$ cat src/rtl/lifo_pkg.sv
// -----------------------------------------------------------------------------
// lifo_pkg
// Shared types and default sizes for the LIFO port controller slice.
//   lifo_ctrl_state_t : read-path FSM states (IDLE, POP, CAPT, HOLD)
//   LIFO_WIDTH        : default data width
//   LIFO_DEPTH        : default stack depth
// -----------------------------------------------------------------------------
package lifo_pkg;

    typedef enum logic [1:0] {
        IDLE = 2'd0,
        POP  = 2'd1,
        CAPT = 2'd2,
        HOLD = 2'd3
    } lifo_ctrl_state_t;

    localparam int LIFO_WIDTH = 8;
    localparam int LIFO_DEPTH = 8;

endpackage

$ cat src/rtl/lifo_port_ctrl_if.sv
// -----------------------------------------------------------------------------
// lifo_port_ctrl_if
// Stream-side handshake bundle of the LIFO port controller.
//   wr_*     : valid/ready write stream (payload in wr_data)
//   rd_req_* : valid/ready read-request channel (no payload)
//   rd_rsp_* : valid/ready read-response channel carrying the popped word
// Modports:
//   master : client side (offers writes/requests, consumes responses)
//   slave  : controller side
// -----------------------------------------------------------------------------
interface lifo_port_ctrl_if
    import lifo_pkg::*;
#(
    parameter int WIDTH = LIFO_WIDTH
);

    logic             wr_valid;
    logic             wr_ready;
    logic [WIDTH-1:0] wr_data;
    logic             rd_req_valid;
    logic             rd_req_ready;
    logic             rd_rsp_valid;
    logic             rd_rsp_ready;
    logic [WIDTH-1:0] rd_rsp_data;

    modport master (
        output wr_valid, wr_data, rd_req_valid, rd_rsp_ready,
        input  wr_ready, rd_req_ready, rd_rsp_valid, rd_rsp_data
    );

    modport slave (
        input  wr_valid, wr_data, rd_req_valid, rd_rsp_ready,
        output wr_ready, rd_req_ready, rd_rsp_valid, rd_rsp_data
    );

endinterface

$ cat src/rtl/lifo_port_ctrl.sv
// -----------------------------------------------------------------------------
// lifo_port_ctrl
// Sole driver of the attached lifo stack's push/pop pins. Turns a write stream
// and a read-request channel into mutually exclusive single-cycle push/pop
// strobes, captures the stack's registered dout into a held response register,
// and keeps its own occupancy count, flagging any disagreement with the
// stack's empty/full flags.
// Ports:
//   clk, rst   : rising-edge clock, asynchronous active-high reset
//   bus        : slave side of lifo_port_ctrl_if (wr_*, rd_req_*, rd_rsp_*)
//   lifo_push  : push strobe to the stack
//   lifo_pop   : pop strobe to the stack
//   lifo_din   : stack write data (mirrors bus.wr_data)
//   lifo_dout  : stack registered read data
//   lifo_empty : stack empty flag
//   lifo_full  : stack full flag
//   level      : controller occupancy, 0..DEPTH
//   sync_err   : sticky flag, level disagrees with the stack flags
// -----------------------------------------------------------------------------
module lifo_port_ctrl
    import lifo_pkg::*;
#(
    parameter int WIDTH = LIFO_WIDTH,
    parameter int DEPTH = LIFO_DEPTH,
    parameter int LW    = $clog2(DEPTH + 1)
) (
    input  logic                  clk,
    input  logic                  rst,
    lifo_port_ctrl_if.slave       bus,
    output logic                  lifo_push,
    output logic                  lifo_pop,
    output logic [WIDTH-1:0]      lifo_din,
    input  logic [WIDTH-1:0]      lifo_dout,
    input  logic                  lifo_empty,
    input  logic                  lifo_full,
    output logic [LW-1:0]         level,
    output logic                  sync_err
);

    localparam logic [LW-1:0] LVL_MAX = LW'(DEPTH);

    lifo_ctrl_state_t state, state_nxt;

    logic             rd_ready_c;
    logic             wr_ready_c;
    logic             rd_acc;
    logic             wr_acc;
    logic             rsp_valid_q;
    logic [WIDTH-1:0] rsp_data_q;

    // Next state and accept logic. Readies are gated by rst so no strobe can
    // leak out while the stack is being cleared alongside us.
    always_comb begin
        state_nxt  = state;
        rd_ready_c = 1'b0;
        wr_ready_c = 1'b0;
        unique case (state)
            IDLE: begin
                rd_ready_c = !lifo_empty && !rst;
                // Reads win: a write is refused in the cycle a read is taken.
                wr_ready_c = !lifo_full && !rst && !(bus.rd_req_valid && rd_ready_c);
                if (bus.rd_req_valid && rd_ready_c) begin
                    state_nxt = POP;
                end
            end
            POP:        state_nxt = CAPT;
            CAPT, HOLD: state_nxt = bus.rd_rsp_ready ? IDLE : HOLD;
            default:    state_nxt = IDLE;
        endcase
    end

    assign rd_acc = bus.rd_req_valid && rd_ready_c;
    assign wr_acc = bus.wr_valid && wr_ready_c;

    assign lifo_pop         = rd_acc;
    assign lifo_push        = wr_acc;
    assign lifo_din         = bus.wr_data;
    assign bus.rd_req_ready = rd_ready_c;
    assign bus.wr_ready     = wr_ready_c;
    assign bus.rd_rsp_valid = rsp_valid_q;
    assign bus.rd_rsp_data  = rsp_data_q;

    always_ff @(posedge clk or posedge rst) begin
        if (rst) begin
            state <= IDLE;
        end else begin
            state <= state_nxt;
        end
    end

    // Stack dout becomes valid at the end of the pop cycle, so the response
    // register samples it while we sit in POP; valid is registered from the
    // next state so it is high exactly in CAPT and HOLD.
    always_ff @(posedge clk or posedge rst) begin
        if (rst) begin
            rsp_valid_q <= 1'b0;
            rsp_data_q  <= '0;
        end else begin
            rsp_valid_q <= (state_nxt == CAPT) || (state_nxt == HOLD);
            if (state == POP) begin
                rsp_data_q <= lifo_dout;
            end
        end
    end

    always_ff @(posedge clk or posedge rst) begin
        if (rst) begin
            level <= '0;
        end else if (wr_acc && level != LVL_MAX) begin
            level <= level + LW'(1);
        end else if (rd_acc && level != '0) begin
            level <= level - LW'(1);
        end
    end

    always_ff @(posedge clk or posedge rst) begin
        if (rst) begin
            sync_err <= 1'b0;
        end else if (((level == '0) != lifo_empty) || ((level == LVL_MAX) != lifo_full)) begin
            sync_err <= 1'b1;
        end
    end

endmodule

$ cat src/flat_wrapper.sv
// flat-port wrapper written by rule: the top's interface ports become plain ports
module lifo_port_ctrl_flat import lifo_pkg::*;
#(
    parameter int WIDTH = LIFO_WIDTH,
    parameter int DEPTH = LIFO_DEPTH,
    parameter int LW    = $clog2(DEPTH + 1)
)
  (clk, rst, lifo_push, lifo_pop, lifo_din, lifo_dout, lifo_empty, lifo_full, level, sync_err, bus_wr_valid, bus_wr_data, bus_rd_req_valid, bus_rd_rsp_ready, bus_wr_ready, bus_rd_req_ready, bus_rd_rsp_valid, bus_rd_rsp_data);
  lifo_port_ctrl_if #(.WIDTH(WIDTH)) bus_i ();
  input  logic clk;
  input  logic rst;
  output logic lifo_push;
  output logic lifo_pop;
  output logic [WIDTH-1:0] lifo_din;
  input  logic [WIDTH-1:0] lifo_dout;
  input  logic lifo_empty;
  input  logic lifo_full;
  output logic [LW-1:0] level;
  output logic sync_err;
  input wire logic [$bits(bus_i.wr_valid)-1:0] bus_wr_valid;
  input wire logic [$bits(bus_i.wr_data)-1:0] bus_wr_data;
  input wire logic [$bits(bus_i.rd_req_valid)-1:0] bus_rd_req_valid;
  input wire logic [$bits(bus_i.rd_rsp_ready)-1:0] bus_rd_rsp_ready;
  output wire logic [$bits(bus_i.wr_ready)-1:0] bus_wr_ready;
  output wire logic [$bits(bus_i.rd_req_ready)-1:0] bus_rd_req_ready;
  output wire logic [$bits(bus_i.rd_rsp_valid)-1:0] bus_rd_rsp_valid;
  output wire logic [$bits(bus_i.rd_rsp_data)-1:0] bus_rd_rsp_data;
  assign bus_i.wr_valid = bus_wr_valid;
  assign bus_i.wr_data = bus_wr_data;
  assign bus_i.rd_req_valid = bus_rd_req_valid;
  assign bus_i.rd_rsp_ready = bus_rd_rsp_ready;
  assign bus_wr_ready = bus_i.wr_ready;
  assign bus_rd_req_ready = bus_i.rd_req_ready;
  assign bus_rd_rsp_valid = bus_i.rd_rsp_valid;
  assign bus_rd_rsp_data = bus_i.rd_rsp_data;
  lifo_port_ctrl #(.WIDTH(WIDTH), .DEPTH(DEPTH), .LW(LW)) u_core (.clk(clk), .rst(rst), .bus(bus_i), .lifo_push(lifo_push), .lifo_pop(lifo_pop), .lifo_din(lifo_din), .lifo_dout(lifo_dout), .lifo_empty(lifo_empty), .lifo_full(lifo_full), .level(level), .sync_err(sync_err));
endmodule
$ cat config.mk
export PLATFORM = sky130hd
export DESIGN_NAME = lifo_port_ctrl_flat
export DESIGN_NICKNAME = d
export VERILOG_FILES = /design/src/rtl/lifo_pkg.sv /design/src/rtl/lifo_port_ctrl_if.sv /design/src/rtl/lifo_port_ctrl.sv /design/src/flat_wrapper.sv
export SDC_FILE = /design/constraint.sdc
export NUM_CORES = 1
export LEC_CHECK = 0
export CORE_ASPECT_RATIO = 1.25
export CORE_MARGIN = 10
export CORE_UTILIZATION = 35
export DETAILED_ROUTE_END_ITERATION = 10
export MAX_ROUTING_LAYER = met4
export PLACE_DENSITY = 0.74
export SYNTH_ARGS = -nofsm -noshare
export SYNTH_HDL_FRONTEND = slang
export SYNTH_SLANG_ARGS = --single-unit
$ cat constraint.sdc
create_clock -name clk -period 3.5 [get_ports clk]
set_input_delay 0.7 -clock clk [delete_from_list [all_inputs] [get_ports clk]]
set_output_delay 0.7 -clock clk [all_outputs]
set_load 0.01 [all_outputs]
==> impl_metrics.csv <==
group,metric,value,unit
drt,wl_per_cell,15.7,um
logic_synthesis,synthAdderAreaFrac,0.0506,
timing,finalMaxSlewViolations,0,
logic_synthesis,yosys_warnings,0,
timing,fin_setup_tns,0,ps
logic_synthesis,synth.most_common_cell,"dfrtp_1",
layout,drive_gt1_frac,0.220,
floorplanning,start_util,0.366,
min_path,holdPathEnd,"u_core.sync_err$_DFFE_PP0P_",
logic_synthesis,synth_mux_area_frac,0.114,
logic_synthesis,synth_fp_nets,107,
min_path,hold_path_startpoint,"u_core.sync_err$_DFFE_PP0P_",
placed_design,dpl-instance-area,1190,um2
clock_network,cts_resized,0,
drt,routed_wl,2.23,mm
worst_setup_path,rrSetupSlack,1050,ps
worst_setup_path,reg2reg_from,"u_core.level[0]$_DFFE_PP0P_",
timing,period_needed,3020,ps
logic_synthesis,synth_top_area_frac,0.422,
global_routing,grt_first_pass_wirelength,3.82,mm
logic_synthesis,syn_area_per_cell,11.0,um2
min_path,hold_depth,1,
power,p_int,0.588,mW
clock_network,clock_sinks,15,
layout,multi_input_area,434,um2
logic_synthesis,syn_inst,81,
floorplanning,num_rows,20,
power,seqPwrFrac,0.367,
timing,rsz0062_at_grt,"no",
outcome,status,"finished, final reports clean",
clock_network,cts_buffer_depth,2,
timing,min_period_over_period,0.863,
clock_network,cts_buffers,3,
worst_setup_path,worst_ep_arrival_time,2320,ps
power,switching_share,0.377,
logic_synthesis,synth_compound_area_frac,0.146,
logic_synthesis,synthFlopType,"dfrtp_1",
layout,final_area,1220,um2
logic_synthesis,synth-edff-count,0,
global_routing,grt_max_degree,16,
min_path,hold_path.class,"reg -> reg",
floorplanning,ios,49,
timing,hold_viol,0,
global_routing,grt_pass1_vias,751,
logic_synthesis,synth_area,890,um2
drt,ant_nets,0,
logic_synthesis,ys_types,31,
timing,worst_pin_slew,557,ps
logic_synthesis,synth_top_family_by_area,"simple AND/OR/NAND/NOR gates",
clock_network,clockRootBuffer,"clkbuf_4",
logic_synthesis,yosys-top-cells-area,"dfrtp_1, mux2_2, buf_4",
floorplanning,dieWidth,65.1,um
clock_network,post-cts-setup-buffer-count,0,
worst_setup_path,r2r-end,"u_core.level[3]$_DFFE_PP0P_",
clock_network,cts-htree-levels,1,
logic_synthesis,synthXorXnorAreaFrac,0.00985,
power,pwr_density_cell,775,nW/um2
logic_synthesis,yosys.area_share.simple,0.167,
global_routing,grt-ovfl-total,0,
logic_synthesis,async_flop_share,1.00,
drt,drt_iter0_markers,19,
power,p_leak,0.476,nW
global_routing,grt.met1_usage,0.118,
floorplanning,fp.dieH,76.4,um
global_routing,antenna_found_initial,0,
clock_network,insertion_delay,270,ps
drt,drc,0,
run,drv_cap,0,
layout,antenna_cells,0,
placed_design,hpwl,1.84,mm
layout,area_delta_synth_final,36.8,%
logic_synthesis,synth-seq-cells,15,
timing,setup_viol,0,
worst_setup_path,crit_path_end_kind,"output pin",
clock_network,cts_tree,"yes",
layout,seq_area,375,um2
clock_network,ctsHoldBuffers,0,
global_routing,grt_busiest_layer,"met2",
power,ir_drop,0.258,mV
logic_synthesis,synthTopCellsByCount,"dfrtp_1, mux2_2, buf_4",
global_routing,met2_usage,0.149,
layout,fillers,245,
timing,slew_headroom,0.629,
worst_setup_path,path_max_fanout,6,
drt,first_pass_iters,4,
placed_design,port_buffers,32,
power,p_clk_frac,0.102,
logic_synthesis,yosysTopAreaCell,"dfrtp_1",
worst_setup_path,ff2ff_path_depth,8,
power,power_frac_comb,0.531,
drt,viasPerCell,5.08,
layout,fin_util,0.502,
placed_design,gp_congestion,0.841,
layout,num-nets-final,136,
drt,vias,722,
timing,skew,6.80,ps
power,p_switching,0.356,mW
floorplanning,die_area,4970,um2
logic_synthesis,yosysSeqAreaShare,0.422,
worst_setup_path,start_kind,"input port",
clock_network,path_clk_slew,90,ps
timing,fmax,331,MHz
worst_setup_path,critical_path_required,2800,ps
global_routing,met3_usage,0.0309,
global_routing,track_usage,0.0968,
worst_setup_path,worstSetupPathType,"in -> out",
floorplanning,core_region_area,2430,um2
per-layer routing:
| metal | routed length (um) | vias up |
|---|---|---|
| met5 | 0 | - |
| met4 | 14 | 0 |
| met3 | 153 | 4 |
| met2 | 1060 | 30 |
| met1 | 998 | 352 |
| li1 | - | 336 |
cell type report:
cell class / instances / share of cell area
Multi-Input combinational cell: 54 / 0.357
Timing Repair Buffer: 32 / 0.263
Clock buffer: 4 / 0.0216
Sequential cell: 15 / 0.308
Tap cell: 33 / 0.0339
Inverter: 4 / 0.0164
how the worst max path moves through the flow:
stage	start	endpoint
after global routing	lifo_empty	lifo_pop
after global placement	lifo_empty	lifo_pop
after floorplan	bus_wr_valid	u_core.level[3]$_DFFE_PP0P_
final	lifo_empty	lifo_pop
after CTS	lifo_empty	lifo_pop
after detailed placement	lifo_empty	u_core.level[3]$_DFFE_PP0P_
worst max-delay path, cell delays in order:
cell and delay [ps]:
clkdlybuf4s50_1 490, nor2b_1 240, nand2_1 200, inv_2 150, clkdlybuf4s50_1 550
cells in the final DEF, fill, tap and decap left out, drive strengths merged:
cell,count
nor2b,2
inv,3
ha,2
nor3,5
nand3,3
a21bo,1
nand2b,3
nand2,5
a21o,1
fa,1
nor2,3
a21oi,6
o21ai,2
clkbuf,4
or3,2
or2,1
xor2,1
o31ai,1
dfrtp,15
o22ai,3
a211oi,3
mux2,9
clkdlybuf4s50,32
clkinv,1
power groups by stage:
| stage | logic (mW) | registers (mW) | clock network, mW |
|---|---|---|---|
| 6_report | 0.502 | 0.347 | 0.0959 |
| 5_1_grt | 0.549 | 0.362 | 0.108 |
| 4_1_cts | 0.509 | 0.345 | 0.0989 |
| 3_5_place_dp | 0.509 | 0.348 | 0 |
| 3_3_place_gp | 0.495 | 0.340 | 0 |
| 2_1_floorplan | 0.250 | 0.368 | 0 |
logic make-up (layout without fill, tap and decap cells):
family,after synthesis,in the layout
buffers and inverters,12,40
AOI/OAI and AO/OA,17,17
muxes,9,9
DFF,15,15
adders and majority gates,3,3
xor gates and xnor gates,1,1
and+or+nand+nor,24,24
registers in the layout, indices dropped and copies added, names as in the netlist:
signal / count
u_core.state: 1
u_core.sync_err: 1
u_core.bus.rd_rsp_data: 8
u_core.bus.rd_rsp_valid: 1
u_core.level: 4
stage by stage:
stage               total power, mW  setup slack (ps)  instances  hold slack [ps]
finish                        0.944               479        142              484
global route                   1.02               352        142              532
CTS                           0.953               492        142              489
detailed placement            0.857               460        138              467
global placement              0.835               505        138              451
floorplan                     0.618              1090         81              512
Note: power is estimated with default switching activity, not from simulation.
